$ cat config.mk
export PLATFORM = sky130hd
export DESIGN_NAME = collision_scheduler
export DESIGN_NICKNAME = d
export VERILOG_FILES = /design/src/rtl/collision_scheduler.sv
export SDC_FILE = /design/constraint.sdc
export NUM_CORES = 1
export LEC_CHECK = 0
export ABC_AREA = 1
export ABC_CLOCK_PERIOD_IN_PS = 1720
export BUFFER_PORTS_ARGS = -buffer_cell sky130_fd_sc_hd__buf_4
export CAP_MARGIN = 20
export CORE_MARGIN = 1
export CORE_UTILIZATION = 52
export CTS_BUF_LIST = sky130_fd_sc_hd__clkbuf_4
export DETAILED_ROUTE_END_ITERATION = 8
export GPL_TIMING_DRIVEN = 0
export MAX_ROUTING_LAYER = met4
export PLACE_DENSITY = 0.9
export SYNTH_ARGS = -nofsm -noshare
export SYNTH_HDL_FRONTEND = slang
export SYNTH_SLANG_ARGS = --single-unit
$ cat constraint.sdc
create_clock -name i_Clk -period 1.72 [get_ports i_Clk]
set_input_delay 0.344 -clock i_Clk [delete_from_list [all_inputs] [get_ports i_Clk]]
set_output_delay 0.344 -clock i_Clk [all_outputs]
set_load 0.02 [all_outputs]
$ cat src/rtl/collision_scheduler.sv
// collision_scheduler
// Per-frame sequencer that shares one registered bounding-box overlap comparator across
// NB_CARS car slots. On each enabled frame start it latches the frog position, reads every car
// slot from an external register file (1-cycle read latency), and reports the first overlap.
// After a hit a grace window of GRACE_FRAMES frames suppresses further scans.
//
// Optional feature (macro COLLISION_SCHED_HITMASK_EN): all slots are always scanned, a per-slot
// hit mask is exported on o_Hit_Mask, and a single o_Collision is reported at the end of the scan
// with o_Hit_Idx set to the lowest hitting slot.
//
// Ports:
//   i_Clk, i_Rst_L        clock, asynchronous active-low reset
//   i_Enable              game running; low aborts a scan, freezes grace, blocks new scans
//   i_Frame_Start         one-cycle pulse per frame
//   i_Frog_X/i_Frog_Y     frog top-left position (latched at frame start)
//   o_Car_Rd/o_Car_Idx    car table read strobe and slot
//   i_Car_X/i_Car_Y       car top-left position, valid one cycle after o_Car_Rd
//   o_Collision           one-cycle hit pulse; o_Hit_Idx gives the slot, held until next hit
//   o_Scan_Done           one-cycle pulse when a scan ends without a hit
//   o_Grace, o_Busy       grace window active, scan in progress
//   o_Overrun             sticky: frame start seen while scanning
//   o_Hit_Mask            (feature only) per-slot hit flags of the last scan
module collision_scheduler #(
  parameter int unsigned TILE_SIZE    = 32,
  parameter int unsigned NB_CARS      = 4,
  parameter int unsigned GRACE_FRAMES = 60,
  localparam int unsigned IDX_W = (NB_CARS > 1) ? $clog2(NB_CARS) : 1
) (
  input  logic             i_Clk,
  input  logic             i_Rst_L,
  input  logic             i_Enable,
  input  logic             i_Frame_Start,
  input  logic [9:0]       i_Frog_X,
  input  logic [9:0]       i_Frog_Y,
  output logic             o_Car_Rd,
  output logic [IDX_W-1:0] o_Car_Idx,
  input  logic [9:0]       i_Car_X,
  input  logic [8:0]       i_Car_Y,
  output logic             o_Collision,
  output logic [IDX_W-1:0] o_Hit_Idx,
  output logic             o_Scan_Done,
  output logic             o_Grace,
  output logic             o_Busy,
  output logic             o_Overrun
`ifdef COLLISION_SCHED_HITMASK_EN
  ,
  output logic [NB_CARS-1:0] o_Hit_Mask
`endif
);

  localparam int unsigned CNT_W = $clog2(NB_CARS + 1);
  localparam int unsigned GR_W  = (GRACE_FRAMES > 0) ? $clog2(GRACE_FRAMES + 1) : 1;

  localparam logic [10:0]      TileW     = 11'(TILE_SIZE);
  localparam logic [CNT_W-1:0] NbCnt     = CNT_W'(NB_CARS);
  localparam logic [IDX_W-1:0] LastIdx   = IDX_W'(NB_CARS - 1);
  localparam logic [GR_W-1:0]  GraceLoad = GR_W'(GRACE_FRAMES);

  typedef enum logic [1:0] {StIdle, StScan, StGrace} state_e;

  state_e           r_state, w_state_nxt;
  logic [9:0]       r_frog_x, r_frog_y;
  logic [CNT_W-1:0] r_rd_cnt;
  logic             r_cap_vld;           // car data on i_Car_* this cycle
  logic [IDX_W-1:0] r_cap_idx;
  logic             r_res_vld, r_res_hit; // registered comparator result
  logic [IDX_W-1:0] r_res_idx;
  logic [IDX_W-1:0] r_hit_idx;
  logic [GR_W-1:0]  r_grace_cnt;
  logic             r_overrun;

  logic             w_start, w_rd, w_hit, w_coll, w_done, w_res_last;
  logic [IDX_W-1:0] w_coll_idx;
  logic [10:0]      w_fx, w_fy, w_cx, w_cy;

  assign w_start    = (r_state == StIdle) && i_Frame_Start && i_Enable;
  assign w_res_last = r_res_vld && (r_res_idx == LastIdx);

  // 11-bit unsigned overlap test; touching edges are not a hit.
  assign w_fx  = {1'b0, r_frog_x};
  assign w_fy  = {1'b0, r_frog_y};
  assign w_cx  = {1'b0, i_Car_X};
  assign w_cy  = {2'b00, i_Car_Y};
  assign w_hit = (w_fx < w_cx + TileW) && (w_cx < w_fx + TileW) &&
                 (w_fy < w_cy + TileW) && (w_cy < w_fy + TileW);

`ifdef COLLISION_SCHED_HITMASK_EN
  logic [NB_CARS-1:0] r_hit_mask;
  logic [IDX_W-1:0]   r_first_idx;
  logic [NB_CARS-1:0] w_res_bit;
  logic               w_any;

  assign w_res_bit  = NB_CARS'(1) << r_res_idx;
  // The last slot's result is still in r_res_* when the scan ends.
  assign w_any      = (|r_hit_mask) || (r_res_vld && r_res_hit);
  assign w_rd       = (r_state == StScan) && (r_rd_cnt < NbCnt);
  assign w_coll     = (r_state == StScan) && i_Enable && w_res_last && w_any;
  assign w_done     = (r_state == StScan) && i_Enable && w_res_last && !w_any;
  assign w_coll_idx = (|r_hit_mask) ? r_first_idx : r_res_idx;
  assign o_Hit_Mask = r_hit_mask;

  always_ff @(posedge i_Clk or negedge i_Rst_L) begin
    if (!i_Rst_L) begin
      r_hit_mask  <= '0;
      r_first_idx <= '0;
    end else if (w_start) begin
      r_hit_mask  <= '0;
    end else if ((r_state == StScan) && r_res_vld && r_res_hit) begin
      r_hit_mask <= r_hit_mask | w_res_bit;
      if (r_hit_mask == '0) r_first_idx <= r_res_idx;
    end
  end
`else
  // Reads stop as soon as a registered hit is visible; later results are dropped with SCAN.
  assign w_rd       = (r_state == StScan) && (r_rd_cnt < NbCnt) && !(r_res_vld && r_res_hit);
  assign w_coll     = (r_state == StScan) && i_Enable && r_res_vld && r_res_hit;
  assign w_done     = (r_state == StScan) && i_Enable && w_res_last && !r_res_hit;
  assign w_coll_idx = r_res_idx;
`endif

  always_comb begin
    w_state_nxt = r_state;
    unique case (r_state)
      StIdle:  if (w_start) w_state_nxt = StScan;
      StScan: begin
        if (!i_Enable)   w_state_nxt = StIdle;
        else if (w_coll) w_state_nxt = (GRACE_FRAMES == 0) ? StIdle : StGrace;
        else if (w_done) w_state_nxt = StIdle;
      end
      StGrace: begin
        if (i_Frame_Start && i_Enable && (r_grace_cnt <= GR_W'(1))) w_state_nxt = StIdle;
      end
      default: w_state_nxt = StIdle;
    endcase
  end

  always_ff @(posedge i_Clk or negedge i_Rst_L) begin
    if (!i_Rst_L) begin
      r_state     <= StIdle;
      r_frog_x    <= '0;
      r_frog_y    <= '0;
      r_rd_cnt    <= '0;
      r_cap_vld   <= 1'b0;
      r_cap_idx   <= '0;
      r_res_vld   <= 1'b0;
      r_res_hit   <= 1'b0;
      r_res_idx   <= '0;
      r_hit_idx   <= '0;
      r_grace_cnt <= '0;
      r_overrun   <= 1'b0;
    end else begin
      r_state   <= w_state_nxt;
      r_cap_vld <= w_rd;
      r_cap_idx <= r_rd_cnt[IDX_W-1:0];
      // Only captures taken while scanning produce a result.
      r_res_vld <= r_cap_vld && (r_state == StScan);
      r_res_hit <= w_hit;
      r_res_idx <= r_cap_idx;
      if (w_start) begin
        r_frog_x <= i_Frog_X;
        r_frog_y <= i_Frog_Y;
        r_rd_cnt <= '0;
      end else if (w_rd) begin
        r_rd_cnt <= r_rd_cnt + CNT_W'(1);
      end
      if (w_coll) r_hit_idx <= w_coll_idx;
      if ((r_state == StScan) && (w_state_nxt == StGrace)) begin
        r_grace_cnt <= GraceLoad;
      end else if ((r_state == StGrace) && i_Frame_Start && i_Enable) begin
        r_grace_cnt <= r_grace_cnt - GR_W'(1);
      end
      if ((r_state == StScan) && i_Frame_Start) r_overrun <= 1'b1;
    end
  end

  assign o_Car_Rd    = w_rd;
  assign o_Car_Idx   = w_rd ? r_rd_cnt[IDX_W-1:0] : '0;
  assign o_Collision = w_coll;
  assign o_Hit_Idx   = w_coll ? w_coll_idx : r_hit_idx;
  assign o_Scan_Done = w_done;
  assign o_Grace     = (r_state == StGrace);
  assign o_Busy      = (r_state == StScan);
  assign o_Overrun   = r_overrun;

endmodule
==> Flow_metrics.wiki, run 1 <==
{| class="wikitable"
! Metric !! Value
|-
| Fraction of layout cells with a size suffix above 1 || 28.5%
|-
| F_max || 0.532 GHz
|-
| Per-instance average area after synthesis || 8.05 um^2
|-
| CP max FO || 4
|-
| Starting DRC count in detailed routing || 106
|-
| Required time reported for the critical path endpoint || between 1000 and 1500 ps
|-
| Number of levels the H-tree was split into || 2
|-
| Horizontal die dimension || 75.2 um
|-
| Yosys warning count || 0
|-
| Class of the tightest hold or removal check || input pin to flip-flop
|-
| Count of final hold-check violations || 0
|-
| Minimum setup slack after placement || -132 ps
|-
| Setup repair after global routing missed its margin || yes
|-
| Initial Utilization || between 50 and 60%
|-
| Worst setup path class || flip-flop to output port
|-
| Register bit count reported by yosys || 41
|-
| Share of the yosys chip area belonging to registers || 36.8%
|-
| Final critical path time including I/O delays and setup || 1880 ps
|-
| Worst-path clk slew || 130 ps
|-
| End point of the critical path || o_Hit_Idx[1]
|-
| Status || finished with violations
|-
| Number of buffers added by the clock tree synthesis step || 5
|-
| Cell repeated most along the worst path || sky130_fd_sc_hd__nand2_4
|-
| Number of global-route vias before repair || between 2000 and 3000
|-
| Max capacitance violation total || 0
|-
| Row count || 26
|-
| Library cell occupying the most area in the post-synthesis netlist || sky130_fd_sc_hd__dfrtp_1
|-
| Post-route worst hold slack || 164 ps
|-
| Core area || 5140 um^2
|-
| Reg2Reg Launch Point || r_frog_x[6]
|-
| Die footprint || 5660 um^2
|-
| Instance area at placement || between 3000 and 4000 um^2
|-
| Initial antenna violation count || 0
|-
| Dominant cell by count in the synthesized netlist || sky130_fd_sc_hd__nand2_1
|-
| Area growth syn-to-layout || 31.5%
|-
| Path length in cells of the critical path || 9
|-
| Crit end category || output port
|-
| Total Neg Setup Slack || -900 ps
|-
| Netlist area before placement || 2790 um^2
|-
| Remaining design rule violation count || 0
|-
| Largest stage delay on the critical path || 440 ps
|-
| R2R cell count || 11
|-
| Setup violations, final || 8
|-
| Gate Count Post-Synth || 346
|-
| First-pass GRT wire length || approximately 11000 um
|-
| Static Leakage || between 1.5 and 2 nW
|-
| FFs w/ async S/R, synth || between 90% and 100%
|-
| DRT Pass-1 Iters || 4
|-
| Routed via count || approximately 2500
|-
| Worst Setup Start Kind || flip-flop
|-
| Area of all placed cells without fillers || 3660 um^2
|-
| Critical path data arrival time || roughly 1500 ps
|-
| Area share of the largest cell type after synthesis || roughly 37%
|-
| Die extent in y || 75.2 um
|-
| Clock tree root driver cell || sky130_fd_sc_hd__clkbuf_4
|-
| Maximum buffer depth of the clock tree || 2
|-
| Drt wl/cell || 13.5 um
|-
| Maximum vdd ir drop || 834 uV
|-
| Total inserted antenna cells || 0
|-
| Crit-path leading delay family || flip-flops
|-
| Count of port buffers added during placement || 52
|-
| Transition at the pin with the smallest max-transition slack || 523 ps
|-
| Post-synthesis net count || 429
|-
| Max-slew violation count || 0
|-
| Combined buffer and inverter count along the critical path || 4
|-
| Nets@finish || between 500 and 600
|-
| Total Routed Length || 6720 um
|-
| Critical path origin || r_state[1]
|-
| End of the worst register-to-register path || r_res_hit
|-
| Number of sinks handled by clock tree synthesis || 41
|-
| Vias/cell || 5.12
|-
| CTS tree || done
|-
| Clock skew after layout || 15.2 ps
|-
| Ranking of synthesized cells by area || sky130_fd_sc_hd__dfrtp_1, sky130_fd_sc_hd__ha_1, sky130_fd_sc_hd__nand2_1
|-
| Main flop type after synthesis || sky130_fd_sc_hd__dfrtp_1
|-
| Relative slew slack || 65.1%
|-
| Synth unique cells || 31
|-
| Overall global routing resource usage || 26.0%
|-
| Insertion delay of the later-clocked pin in the worst-skew pair || 360 ps
|-
| Final cycle utilization of the critical path || 109%
|-
| Total power divided by cell area || between 1000 and 1500 nW/um^2
|-
| Largest net degree at the start of global routing || 42
|-
| Crit-path cells || inv_2, nand2_4, inv_4, nand2_4, nor2_8, inv_6, nand2_1, nand2_2, buf_6
|-
| Top-Level Pins || 53
|-
| Count of fill cells added during filler insertion || 412
|-
| Remaining antenna violation count after routing || 0
|-
| Design Power || roughly 0.005 W
|-
| Final WS setup || -159 ps
|-
| Top cells by instance count after synthesis || sky130_fd_sc_hd__nand2_1, sky130_fd_sc_hd__inv_1, sky130_fd_sc_hd__dfrtp_1
|-
| Violations in the final reports || setup timing
|-
| Placer congestion estimate || 0.853
|-
| GRT overflow || 0
|-
| HPWL after DPL || 4620 um
|-
| CP max stage cell || sky130_fd_sc_hd__dfrtp_2
|-
| FF-to-FF setup slack || -40 ps
|-
| Post-synth EDFFs || 0
|}
state kept, by name (all words and copies together), names as in the netlist:
signal	count
r_res_hit	1
r_res_idx	2
r_frog_x	10
r_res_vld	1
r_frog_y	10
r_rd_cnt	3
r_cap_idx	2
o_Overrun	1
r_cap_vld	1
r_hit_idx	2
r_state	2
r_grace_cnt	6
per-layer routing:
metal / track usage [%] / share of wire (%) / vias up / wire length [um]
met3: 5.09 / 4.1 / 14 / 273
li1: - / - / 1268 / -
met5: - / 0 / - / 0
met4: 8.02 / 2.3 / 0 / 153
met2: 47.2 / 52 / 67 / 3510
met1: 28.7 / 41 / 1200 / 2780
cell type report:
class                      count  area [um^2]  area share (%)
buffer                         4         20.0           0.546
clock buffer                   5         37.5            1.02
clock inverter                 3         41.3            1.13
inverter                      53          209            5.70
multi-input combinational    248         1640            44.8
sequential                    41         1030            28.2
tap                           70         87.6            2.39
timing repair buffer          74          596            16.3
worst min-delay path, stage by stage:
cell and delay (ps):
sky130_fd_sc_hd__buf_4 70, sky130_fd_sc_hd__nand2_1 40, sky130_fd_sc_hd__nand2_1 50
per-stage QoR:
stage,util (%),instances
6_report,71.3,498
2_1_floorplan,-,346
4_1_cts,69.0,491
3_3_place_gp,63.6,468
5_1_grt,71.3,498
3_5_place_dp,63.6,468
kinds of logic (layout without fill, tap and decap cells):
group,Yosys count,count (layout),synth area share (%)
compound gates,46,46,9.38
xor+xnor,11,11,3.46
fa+ha+maj,40,40,18.0
buf+inv,57,139,7.86
flops,41,41,36.8
simple gates,151,151,24.5
cells in the final DEF, fill, tap and decap left out, types with 2 or more instances in the layout:
| master | synthesis | final |
|---|---|---|
| sky130_fd_sc_hd__o21a_1 | 2 | 2 |
| sky130_fd_sc_hd__o21ai_0 | 17 | 17 |
| sky130_fd_sc_hd__clkbuf_4 | 0 | 5 |
| sky130_fd_sc_hd__dfrtp_2 | 0 | 5 |
| sky130_fd_sc_hd__nor2_1 | 21 | 19 |
| sky130_fd_sc_hd__a21oi_1 | 15 | 15 |
| sky130_fd_sc_hd__buf_6 | 0 | 10 |
| sky130_fd_sc_hd__o21ai_1 | 4 | 3 |
| sky130_fd_sc_hd__xnor2_1 | 4 | 3 |
| sky130_fd_sc_hd__buf_2 | 4 | 4 |
| sky130_fd_sc_hd__ha_4 | 0 | 2 |
| sky130_fd_sc_hd__nand3_1 | 17 | 15 |
| sky130_fd_sc_hd__xor2_1 | 7 | 6 |
| sky130_fd_sc_hd__inv_2 | 5 | 2 |
| sky130_fd_sc_hd__nand3_2 | 2 | 4 |
| sky130_fd_sc_hd__nand2_1 | 93 | 89 |
| sky130_fd_sc_hd__inv_1 | 48 | 48 |
| sky130_fd_sc_hd__buf_4 | 0 | 63 |
| sky130_fd_sc_hd__a21o_1 | 2 | 2 |
| sky130_fd_sc_hd__nand4_1 | 6 | 6 |
| sky130_fd_sc_hd__nor2_4 | 2 | 5 |
| sky130_fd_sc_hd__ha_1 | 40 | 37 |
| sky130_fd_sc_hd__inv_4 | 0 | 2 |
| sky130_fd_sc_hd__dfrtp_1 | 41 | 36 |
| sky130_fd_sc_hd__nand2_2 | 3 | 6 |
| sky130_fd_sc_hd__nand2_4 | 1 | 2 |
report_power, final:
group,total (W),switching [W],internal (W)
Sequential,0.00169,0.000349,0.00134
Clock,0.000646,0.000345,0.000301
Combinational,0.00254,0.00137,0.00117
Total,0.00487,0.00207,0.00281
worst min-delay path by stage:
| stage | startpoint | endpoint | slack, ps | cells past startpoint |
|---|---|---|---|---|
| after floorplan | i_Rst_L | o_Overrun | 50 | 0 |
| after global placement | r_cap_idx[0] | r_res_idx[0] | 330 | 0 |
| after detailed placement | r_cap_idx[1] | r_res_idx[1] | 340 | 0 |
| after CTS | i_Frog_Y[6] | r_frog_y[6] | 160 | 3 |
| after global routing | i_Frog_Y[8] | r_frog_y[8] | 160 | 3 |
| final | i_Frog_Y[6] | r_frog_y[6] | 160 | 3 |
what timing repair did:
| action | in CTS | in global routing |
|---|---|---|
| pin swaps | 8 | 9 |
| endpoints found under the hold margin | 41 | 0 |
| hold buffers | 1 | 0 |
| cloned | 0 | 0 |
| endpoints found under the setup margin | 8 | 8 |
| gates resized for setup | 24 | 14 |
| buffers inserted | 14 | 7 |
(Power assumes the default switching activity.)
==> inputs of run 2 (changes only) <==
--- a/config.mk
+++ b/config.mk
@@ -16,6 +16,7 @@
 export GPL_TIMING_DRIVEN = 0
 export MAX_ROUTING_LAYER = met4
 export PLACE_DENSITY = 0.9
+export REMOVE_ABC_BUFFERS = 1
 export SYNTH_ARGS = -nofsm -noshare
 export SYNTH_HDL_FRONTEND = slang
 export SYNTH_SLANG_ARGS = --single-unit
==> Flow_metrics.wiki, run 2 (synthesis gave the netlist of run 1 again) <==
{| class="wikitable"
! Metric !! Value
|-
| Placer congestion estimate || 0.853 (about the same)
|-
| Setup violations, final || 8 (unchanged)
|-
| Required time reported for the critical path endpoint || 1380 ps (about the same)
|-
| Initial Utilization || 54.2% (unchanged)
|-
| Maximum vdd ir drop || 1030 uV (was 834 uV)
|-
| Clock skew after layout || 11.0 ps (was 15.2 ps)
|-
| Count of port buffers added during placement || 52 (unchanged)
|-
| Count of final hold-check violations || 0 (unchanged)
|-
| Horizontal die dimension || 75.2 um (unchanged)
|-
| Routed via count || 2705 (was 2549)
|-
| Final critical path time including I/O delays and setup || 1980 ps (was 1880 ps)
|-
| Max-slew violation count || 0 (unchanged)
|-
| Die extent in y || 75.2 um (unchanged)
|-
| Overall global routing resource usage || 26.2% (was 26.0%)
|-
| Row count || 26 (unchanged)
|-
| Total inserted antenna cells || 0 (unchanged)
|-
| Insertion delay of the later-clocked pin in the worst-skew pair || 370 ps (was 360 ps)
|-
| Final WS setup || -257 ps (was -159 ps)
|-
| First-pass GRT wire length || 10800 um (was 10700 um)
|-
| R2R cell count || 12 (was 11)
|-
| Status || finished with violations (unchanged)
|-
| FF-to-FF setup slack || -120 ps (was -40 ps)
|-
| Most frequent standard cell in the layout excluding fill and tap cells || sky130_fd_sc_hd__nand2_1 (unchanged)
|-
| Hold wc startpoint || i_Frog_X[0] (was i_Frog_Y[6])
|-
| Vias/cell || 5.41 (was 5.12)
|-
| Clock tree root driver cell || sky130_fd_sc_hd__clkbuf_4 (unchanged)
|-
| Critical path data arrival time || 1630 ps (was 1530 ps)
|-
| Class of the tightest hold or removal check || input pin to flip-flop (unchanged)
|-
| GRT overflow || 0 (unchanged)
|-
| Combined buffer and inverter count along the critical path || 4 (unchanged)
|-
| Relative slew slack || 51.4% (was 65.1%)
|-
| Post-Place Cells || 464 (was 468)
|-
| Worst setup path class || flip-flop to output port (unchanged)
|-
| Max capacitance violation total || 0 (unchanged)
|-
| Remaining design rule violation count || 0 (unchanged)
|-
| F_max || 0.506 GHz (was 0.532 GHz)
|-
| CTS tree || done (unchanged)
|-
| Largest net degree at the start of global routing || 42 (unchanged)
|-
| Maximum buffer depth of the clock tree || 2 (unchanged)
|-
| Number of sinks handled by clock tree synthesis || 41 (unchanged)
|-
| Number of buffers added by the clock tree synthesis step || 5 (unchanged)
|-
| Number of cells on the worst hold path || 3 (unchanged)
|-
| Crit-path cells || inv_2, nand2_4, inv_4, nand2_4, nor2_8, inv_6, o21ai_4, buf_6 (was inv_2, nand2_4, inv_4, nand2_4, nor2_8, inv_6, nand2_1, nand2_2, buf_6)
|-
| Final cycle utilization of the critical path || 115% (was 109%)
|-
| Nets@finish || 512 (was 510)
|-
| Core area || 5140 um^2 (unchanged)
|-
| Worst hold path endpoint || r_frog_x[0] (was r_frog_y[6])
|-
| Fraction of layout cells with a size suffix above 1 || 29.8% (was 28.5%)
|-
| Count of fill cells added during filler insertion || 374 (was 412)
|-
| Setup repair after global routing missed its margin || yes (unchanged)
|-
| Cell repeated most along the worst path || sky130_fd_sc_hd__nand2_4 (unchanged)
|-
| Number of levels the H-tree was split into || 2 (unchanged)
|-
| Drt wl/cell || 15.4 um (was 13.5 um)
|-
| Reg2Reg Launch Point || r_frog_x[5] (was r_frog_x[6])
|-
| Most used cells in the layout excluding fill and tap cells || sky130_fd_sc_hd__nand2_1, sky130_fd_sc_hd__buf_4, sky130_fd_sc_hd__inv_1 (unchanged)
|-
| CP max stage cell || sky130_fd_sc_hd__dfrtp_2 (unchanged)
|-
| Worst Setup Start Kind || flip-flop (unchanged)
|-
| Static Leakage || 2.01 nW (was 1.98 nW)
|-
| End of the worst register-to-register path || r_res_hit (unchanged)
|-
| Area growth syn-to-layout || 34.2% (was 31.5%)
|-
| CP max FO || 4 (unchanged)
|-
| Leading registers by flop count || r_frog_x (10), r_frog_y (10), r_grace_cnt (6) (unchanged)
|-
| Fin cells || 500 (was 498)
|-
| Largest stage delay on the critical path || 440 ps (about the same)
|-
| Remaining antenna violation count after routing || 0 (unchanged)
|-
| Top-Level Pins || 53 (unchanged)
|-
| Crit-path leading delay family || flip-flops (unchanged)
|-
| Violations in the final reports || setup timing (unchanged)
|-
| Initial antenna violation count || 0 (unchanged)
|-
| Transition at the pin with the smallest max-transition slack || 727 ps (was 523 ps)
|-
| Design Power || 0.00525 W (was 0.00487 W)
|-
| Post-route worst hold slack || 168 ps (was 164 ps)
|-
| HPWL after DPL || 4310 um (was 4620 um)
|-
| Total power divided by cell area || 1400 nW/um^2 (was 1330 nW/um^2)
|-
| Crit end category || output port (unchanged)
|-
| Total Routed Length || 7700 um (was 6720 um)
|-
| Die footprint || 5660 um^2 (unchanged)
|-
| Number of global-route vias before repair || 2573 (was 2537)
|-
| Worst-path clk slew || 140 ps (was 130 ps)
|-
| Starting DRC count in detailed routing || 124 (was 106)
|-
| Final core utilization || 72.8% (was 71.3%)
|-
| DRT Pass-1 Iters || 4 (unchanged)
|}
==> run 2: cell types whose count changed in the layout (fill, tap and decap cells not counted), sizes merged <==
cell / previous run / this run
clkinvlp: 1 / 0
bufinv: 1 / 2
inv: 53 / 54
clkinv: 1 / 0
nor3: 2 / 3
buf: 77 / 78
==> run 2: cell type report <==
cell class	instances	area [um^2]	share of cell area (%)
clock inverters	3	68.8	1.84
well taps	70	87.6	2.34
clock buffers	5	37.5	1.00
multi-input cells	249	1680	44.9
flip-flops and latches	41	1030	27.6
inverters	53	209	5.59
repair buffers	79	626	16.7
==> run 2: where the power goes <==
group,switching [W],internal [W]
registers,0.000326,0.00134
logic,0.00154,0.00124
clock network,0.000352,0.000457
total,0.00222,0.00303
==> run 2: worst max path at each step <==
stage	slack, ps	cells past startpoint	from	endpoint
after floorplan	-20	7	r_state[1]	o_Hit_Idx[0]
after global placement	-350	6	i_Enable	r_rd_cnt[0]
after detailed placement	-400	6	i_Enable	r_frog_y[8]
after CTS	-210	8	r_state[1]	o_Hit_Idx[0]
after global routing	-290	8	r_state[1]	o_Hit_Idx[0]
final	-260	8	r_state[1]	o_Hit_Idx[0]
==> run 2: repair_timing <==
item,4_1_cts,5_1_grt
pin swaps,6,13
setup endpoints to repair,28,9
endpoints found under the hold margin,41,0
hold buffers,1,0
resized for setup,21,21
cloned,1,0
setup buffers,22,4
==> run 2: stage by stage <==
step	setup TNS [ps]	area, um^2	setup WS [ps]
6_report	-1170	3740	-257
3_5_place_dp	-4900	3240	-399
2_1_floorplan	-17.4	2770	-17.4
4_1_cts	-831	3610	-205
3_3_place_gp	-4310	3240	-351
5_1_grt	-1570	3740	-293
==> run 2: worst reg2reg max path: stages (launching register included) <==
cell and delay (ps):
sky130_fd_sc_hd__dfrtp_1 460, sky130_fd_sc_hd__ha_4 290, sky130_fd_sc_hd__inv_2 40, sky130_fd_sc_hd__ha_4 260, sky130_fd_sc_hd__nand2_4 70, sky130_fd_sc_hd__inv_1 40, sky130_fd_sc_hd__nand2_1 60, sky130_fd_sc_hd__nand2_1 60
sky130_fd_sc_hd__nand4_1 80, sky130_fd_sc_hd__nand2_1 70, sky130_fd_sc_hd__nor2_2 120, sky130_fd_sc_hd__nand3_1 100, sky130_fd_sc_hd__nor2_1 120
==> run 2: metal layers <==
layer / wire length [um] / global-route usage (%) / up-vias / share of wire (%)
met5: 0 / - / - / 0
met4: 407 / 14.6 / 0 / 5.3
li1: - / - / 1279 / -
met1: 2910 / 27.4 / 1266 / 38
met2: 3940 / 46.8 / 121 / 51
met3: 443 / 4.28 / 39 / 5.8
